$ cat src/rtl/data_out_encoder.sv
// data_out_encoder: serialises 32-bit words into four lane-tagged bytes.
// A one-word pending buffer lets the next word be accepted while the
// current one is still being sent, so the byte bus never idles between words.
module data_out_encoder #(
    parameter bit LSB_FIRST = 1'b1
) (
    input  logic        clk,
    input  logic        rst_n,
    input  logic [31:0] word_in,
    input  logic        word_valid,
    output logic        word_ready,
    output logic [7:0]  byte_out,
    output logic [1:0]  byte_sel,
    output logic        byte_valid,
    input  logic        byte_ready,
    output logic        word_done,
    output logic        busy
);

    localparam logic [1:0] FIRST_LANE = LSB_FIRST ? 2'd0 : 2'd3;
    localparam logic [1:0] LAST_LANE  = LSB_FIRST ? 2'd3 : 2'd0;

    typedef enum logic {
        IDLE = 1'b0,
        SEND = 1'b1
    } state_t;

    state_t      state, state_next;
    logic [31:0] act_word, act_next;
    logic [31:0] pend_word, pend_next;
    logic        pend_valid, pend_valid_next;
    logic [1:0]  idx, idx_next;
    logic        done_next;
    logic        wacc;
    logic        bxfer;
    logic        last_lane;
    logic [1:0]  idx_step;

    // Outputs are forced quiet while reset is held so nothing leaks downstream.
    assign word_ready = rst_n & ((state == IDLE) | ~pend_valid);
    assign byte_valid = rst_n & (state == SEND);
    assign busy       = rst_n & ((state == SEND) | pend_valid);
    assign byte_sel   = rst_n ? idx : 2'd0;
    assign byte_out   = (rst_n && (state == SEND)) ? act_word[{idx, 3'b000} +: 8] : 8'd0;

    assign wacc      = word_valid & word_ready;
    assign bxfer     = byte_valid & byte_ready;
    assign last_lane = (idx == LAST_LANE);
    assign idx_step  = LSB_FIRST ? (idx + 2'd1) : (idx - 2'd1);

    // Next-state logic: completion of the last lane hands over to the pending
    // word first, then to a word arriving this cycle, otherwise goes idle.
    always_comb begin
        state_next      = state;
        act_next        = act_word;
        pend_next       = pend_word;
        pend_valid_next = pend_valid;
        idx_next        = idx;
        done_next       = 1'b0;
        case (state)
            IDLE: begin
                if (wacc) begin
                    act_next   = word_in;
                    idx_next   = FIRST_LANE;
                    state_next = SEND;
                end
            end
            SEND: begin
                if (bxfer && last_lane) begin
                    done_next = 1'b1;
                    if (pend_valid) begin
                        act_next = pend_word;
                        idx_next = FIRST_LANE;
                        if (wacc) begin
                            pend_next = word_in;
                        end else begin
                            pend_valid_next = 1'b0;
                        end
                    end else if (wacc) begin
                        act_next = word_in;
                        idx_next = FIRST_LANE;
                    end else begin
                        state_next = IDLE;
                    end
                end else begin
                    if (bxfer) begin
                        idx_next = idx_step;
                    end
                    if (wacc) begin
                        pend_next       = word_in;
                        pend_valid_next = 1'b1;
                    end
                end
            end
        endcase
    end

    // State register with synchronous active-low reset that drops all words.
    always_ff @(posedge clk) begin
        if (!rst_n) begin
            state      <= IDLE;
            act_word   <= 32'd0;
            pend_word  <= 32'd0;
            pend_valid <= 1'b0;
            idx        <= FIRST_LANE;
            word_done  <= 1'b0;
        end else begin
            state      <= state_next;
            act_word   <= act_next;
            pend_word  <= pend_next;
            pend_valid <= pend_valid_next;
            idx        <= idx_next;
            word_done  <= done_next;
        end
    end

endmodule

$ cat config.mk
export PLATFORM = sky130hd
export DESIGN_NAME = data_out_encoder
export DESIGN_NICKNAME = d
export VERILOG_FILES = /design/src/rtl/data_out_encoder.sv
export SDC_FILE = /design/constraint.sdc
export NUM_CORES = 1
export LEC_CHECK = 0
export ABC_AREA = 1
export BUFFER_PORTS_ARGS = -buffer_cell sky130_fd_sc_hd__buf_2
export CAP_MARGIN = 5
export CORE_ASPECT_RATIO = 0.6
export CORE_UTILIZATION = 45
export DETAILED_ROUTE_END_ITERATION = 8
export GPL_TIMING_DRIVEN = 0
export PLACE_DENSITY = 0.63
export REMOVE_ABC_BUFFERS = 1
export SETUP_SLACK_MARGIN = 0.4
export SLEW_MARGIN = 40
export SYNTH_ARGS = -nofsm -noshare
export SYNTH_HDL_FRONTEND = slang
export SYNTH_SLANG_ARGS = --single-unit
$ cat constraint.sdc
create_clock -name clk -period 1.7 [get_ports clk]
set_input_delay 0.34 -clock clk [delete_from_list [all_inputs] [get_ports clk]]
set_output_delay 0.34 -clock clk [all_outputs]
set_load 0.03 [all_outputs]
After elaboration in Yosys (flattened, before gate mapping)
Index checks and enable logic that the tools add are counted.
- $add $sub $neg: 1
- eq/ne operators: 4
- shift operators: 1
- mux-type cells: 22
- bitwise gates (word level): 9
- reduce and logical (&&, ||, !) cells: 6
- operators with widths (operator ; number):
    2-to-1 mux 32 bit ; 6
    case mux 32 bit (2 select lines) ; 1
    indexed part select 32 x 6 -> 8 bit ; 1
    2-to-1 mux 2 bit ; 5
    2-to-1 mux 8 bit ; 1
    2-to-1 mux 1 bit ; 7
    AND reduction 2 bit ; 3
    AND 1 bit ; 5
    case mux 2 bit (2 select lines) ; 1
    inequality test 3 x 1 -> 1 bit, second input constant ; 1
    adder 2 x 1 -> 2 bit, second input constant ; 1
    equality test 2 bit, second input constant ; 1
    logical AND 1 bit ; 2
    inequality test 2 x 1 -> 1 bit, second input constant ; 1
    inequality test 2 bit, second input constant ; 1
    inverter 1 bit ; 2
    bitwise OR 1 bit ; 2
    case mux 1 bit (2 select lines) ; 1
    nonzero test 2 bit ; 1
- register bits after elaboration: 69
- bits of input ports: 36
- output and inout bits: 14
- logic and storage cells: 49

Logic depth before layout (Yosys ltp)
- depth in word-level cells: 8
- depth in mapped cells: 9
- depth with buffers taken out: 7

Worst setup path before layout
OpenSTA, ideal clock, no wires.
- kind: register to output
- start point: register idx[0]
- end point: output byte_out[1]
- data arrival time: 1372 ps
- slack: -12 ps
- stages on the path, launching flop included: 5
- path buffers: 2
- cell sequence: dfxtp_1 buf_2 clkbuf_1 o211ai_1 a21oi_1
- cells in the longest elaborated chain, start to end: 2
- RTL lines (what ; line ; source):
    start, declared ; 32 ; logic [1:0] idx, idx_next;
    start signal, assigned ; 112 ; idx <= idx_next;
    indexed part select 32 x 6 -> 8 bit ; 44 ; assign byte_out = (rst_n && (state == SEND)) ? act_word[{idx, 3'b000} +: 8] : 8'd0;
    2-to-1 mux 8 bit ; 44 ;
    end, declared ; 12 ; output logic [7:0] byte_out,
No other way between the ends.

Worst setup path after layout
- start point: register idx[0]
- end point: output byte_out[4]
Same word-level chain as after synthesis.

==> metrics.txt <==
# TYPE chip_impl_metric gauge
chip_impl_metric{name="grt_start_max_net_pins",unit=""} 74
chip_impl_info{name="worstSetupEndpointType",value="output port"} 1
chip_impl_metric{name="cp_max_fo",unit=""} 6
chip_impl_metric{name="power_frac_clock",unit="%"} 39.2
chip_impl_metric{name="crit_required",unit="ns"} 1.36
chip_impl_metric{name="die_x",unit="µm"} 118
chip_impl_metric{name="die_h",unit="µm"} 71.4
chip_impl_metric{name="place_ws",unit="ns"} -0.833
chip_impl_metric{name="wl_per_cell",unit="µm"} 17.1
chip_impl_metric{name="power_report.internal_total",unit="mW"} 3.10
chip_impl_metric{name="num_rows",unit=""} 24
chip_impl_metric{name="drt_total_wl",unit="µm"} 13200
chip_impl_metric{name="place_hpwl",unit="µm"} 5030
chip_impl_metric{name="detailedRoute.firstIterationViolations",unit=""} 355
chip_impl_metric{name="fin_worst_skew",unit="ns"} 0.00648
chip_impl_metric{name="die_area",unit="µm²"} 8390
chip_impl_metric{name="static-leakage-power",unit="nW"} 2.49
chip_impl_metric{name="final.setup.worst_slack",unit="ns"} -0.211
chip_impl_metric{name="power.total",unit="mW"} 4.39
chip_impl_metric{name="cts_inserted_buffers",unit=""} 9
chip_impl_metric{name="fin_worst_hold_slack",unit="ns"} 0.227
chip_impl_info{name="rsz_0062_raised_after_global_routing",value="yes"} 1
chip_impl_metric{name="setup_violating_endpoint_count_in_the_final_report",unit=""} 54
chip_impl_metric{name="netlist_area",unit="µm²"} 3610
chip_impl_info{name="cts_root_buf",value="clkbuf_16"} 1
chip_impl_metric{name="ir_worst_vdd",unit="µV"} 529
chip_impl_metric{name="vias",unit=""} 4104
chip_impl_metric{name="synth_cell_types",unit=""} 22
chip_impl_metric{name="worstSkewPairLatency",unit="ns"} 0.34
chip_impl_metric{name="clock_tree.buffer_depth",unit=""} 2
chip_impl_metric{name="globalRouteTotalUtil",unit="%"} 31.7
chip_impl_metric{name="fraction_of_layout_instances_using_a_drive_strength_above_1",unit="%"} 28.8
chip_impl_info{name="result_of_the_run",value="finished with violations"} 1
chip_impl_metric{name="power_frac_comb",unit="%"} 20.4
chip_impl_metric{name="drc",unit=""} 0
chip_impl_metric{name="switching_share",unit="%"} 29.4
chip_impl_metric{name="number_of_antenna_violations_at_the_first_check_in_global_routing",unit=""} 0
chip_impl_metric{name="core-area",unit="µm²"} 7510
chip_impl_info{name="ws_path_type",value="register to output port"} 1
chip_impl_metric{name="final_max_slew_viol_count",unit=""} 0
chip_impl_info{name="critPathLaunchType",value="register"} 1
chip_impl_metric{name="cts.sinks",unit=""} 69
chip_impl_metric{name="relSlewSlack",unit="%"} 64.9
chip_impl_metric{name="grt_first_pass_wirelength",unit="µm"} 19600
chip_impl_metric{name="synth-seq-area-share",unit="%"} 38.3
chip_impl_metric{name="h-tree-depth",unit=""} 3
chip_impl_metric{name="leftover_overflow_at_the_end_of_global_routing",unit=""} 0
chip_impl_metric{name="antenna_violating_nets_post_route",unit=""} 0
chip_impl_metric{name="avgViaCountPerCell",unit=""} 5.32
chip_impl_metric{name="routabilityCongestion",unit=""} 0.823
chip_impl_metric{name="power_frac_seq",unit="%"} 40.4
chip_impl_info{name="violations",value="setup timing"} 1
chip_impl_metric{name="numPlacedInstances",unit=""} 694
chip_impl_metric{name="clk_pin_slew",unit="ns"} 0.05
chip_impl_metric{name="final_cells",unit=""} 771
chip_impl_metric{name="floorplan.initialDensity",unit="%"} 48.1
chip_impl_metric{name="worst_ep_arrival_time",unit="ns"} 1.57
chip_impl_info{name="hold_class",value="input pin to register"} 1
chip_impl_metric{name="timing.final.crit_period",unit="ns"} 1.91
chip_impl_metric{name="layout_worst_path_cycle_share",unit="%"} 112
chip_impl_metric{name="areaGrowthSynthToFinish",unit="%"} 45.5
chip_impl_metric{name="post-route-cell-area",unit="µm²"} 5250
chip_impl_metric{name="power.density",unit="nW/µm²"} 836
chip_impl_metric{name="antenna-diode-count",unit=""} 0
chip_impl_metric{name="net_switching_power_of_the_design",unit="mW"} 1.29
chip_impl_metric{name="top_level_ports",unit=""} 50
chip_impl_metric{name="postSynthAreaPerCell",unit="µm²"} 6.25
chip_impl_metric{name="final-hold-violation-count",unit=""} 0
chip_impl_metric{name="timing.fmax",unit="GHz"} 0.523
chip_impl_metric{name="tightestPinTransition",unit="ns"} 0.526
chip_impl_metric{name="port_buffers",unit=""} 49
chip_impl_metric{name="dpl-instance-area",unit="µm²"} 3800
chip_impl_metric{name="first_pass_detailed_route_iteration_total",unit=""} 6
chip_impl_info{name="cts_tree",value="done"} 1
chip_impl_metric{name="layout.nets",unit=""} 701
chip_impl_metric{name="postSynthCellCount",unit=""} 577
chip_impl_metric{name="synth.ff_latch_count",unit=""} 69
chip_impl_metric{name="filler_cell_count",unit=""} 608
chip_impl_metric{name="first_global_vias",unit=""} 3571
chip_impl_metric{name="synthesis.yosys.warnings",unit=""} 0
chip_impl_metric{name="max-cap-violations",unit=""} 0
## power groups by stage
stage / logic (mW) / registers [mW] / clock network (mW)
detailed placement: 0.537 / 1.81 / 0
floorplan: 0.366 / 1.80 / 0
global route: 0.967 / 1.78 / 1.82
CTS: 0.795 / 1.77 / 1.73
finish: 0.895 / 1.77 / 1.72
global placement: 0.527 / 1.81 / 0
## cell type report
cell class              count  area, µm²  share of cell area [%]
multi-input cells         431       2400                    45.6
flip-flops and latches     69       1400                    26.6
repair buffers             92        805                    15.3
clock buffers              12        256                    4.89
inverters                  60        249                    4.74
well taps                 104        130                    2.48
clock inverters             2       10.0                   0.191
repair inverters            1       7.51                   0.143
## per-stage QoR
stage | setup TNS (ns) | util (%)
global route | -7.89 | 69.9
floorplan | -14.36 | -
global placement | -96.93 | 50.6
finish | -3.69 | 69.9
CTS | -0.918 | 67.2
detailed placement | -46.83 | 50.7
## cells in the final DEF (no fill, tap or decap), types with 2 or more instances in the layout
cell / synthesis / routed
nand2_1: 172 / 150
nor2_1: 123 / 117
dfxtp_1: 69 / 65
inv_1: 58 / 52
buf_2: 21 / 35
a21oi_1: 38 / 27
buf_4: 3 / 25
buf_6: 2 / 23
o21ai_0: 33 / 22
nand2_2: 2 / 20
nand3b_1: 17 / 17
nand2_8: 1 / 15
nand3_1: 18 / 13
a21oi_2: 0 / 11
nand3_4: 2 / 11
clkbuf_16: 0 / 9
o21ai_1: 0 / 8
buf_12: 0 / 7
nor2_2: 0 / 5
nand2_4: 1 / 4
dfxtp_4: 0 / 4
o21ai_2: 0 / 3
inv_2: 2 / 3
clkinvlp_4: 0 / 2
o211ai_1: 2 / 2
nand3_2: 0 / 2
clkinv_2: 0 / 2
clkbuf_8: 0 / 2
## logic make-up (layout without fill, tap and decap cells)
| group | after synthesis | in the layout | share of synthesized area (%) |
|---|---|---|---|
| flops | 69 | 69 | 38.3 |
| simple gates | 338 | 357 | 39.7 |
| buf+inv | 96 | 167 | 11.4 |
| fa+ha+maj | 1 | 1 | 0.347 |
| compound gates | 73 | 73 | 10.3 |
## cells in the mapped netlist, drive strengths merged
master	instances	area share, %
a21oi	38	5.3
buf	28	4.4
clkbuf	8	0.83
dfxtp	69	38
ha	1	0.35
inv	60	6.2
nand2	176	19
nand3	20	3.5
nand3b	17	3.5
nand4	2	0.76
nor2	123	13
o211ai	2	0.42
o21ai	33	4.6
## layer usage
layer  share of wire, %  GRT usage [%]  vias to the layer above
met5                  0              0                        -
li1                   -              -                     1986
met1                 43           43.1                     1856
met4                3.4           15.0                        0
met2                 43           46.4                      222
met3                 11           9.32                       40
## registers in the layout (all words and copies together) (netlist names)
register,cells
act_word,32
pend_word,32
idx,2
pend_valid,1
state,1
word_done,1
## what timing repair did
item	CTS	global route
setup buffers	35	7
pin swaps	20	14
hold buffers	0	0
gates cloned	20	1
hold endpoints to repair	0	0
endpoints found under the setup margin	82	82
gates resized for setup	118	41
## path summary, 6_finish.rpt
path | from | end | slack, ns | cells after the start
min | word_in[24] | pend_word[24] | 0.23 | 3
min reg2reg | act_word[26] | act_word[26] | 0.48 | 2
max | idx[0] | byte_out[4] | -0.21 | 5
max reg2reg | idx[0] | pend_word[3] | -0.13 | 10
## critical path: stages, from the launching register on
cell and delay (ns):
dfxtp_4 0.42, clkinvlp_4 0.19, a21oi_2 0.17, o21ai_1 0.08, a21oi_1 0.19, buf_4 0.19
No activity file was read; power rests on OpenSTA's default activity.
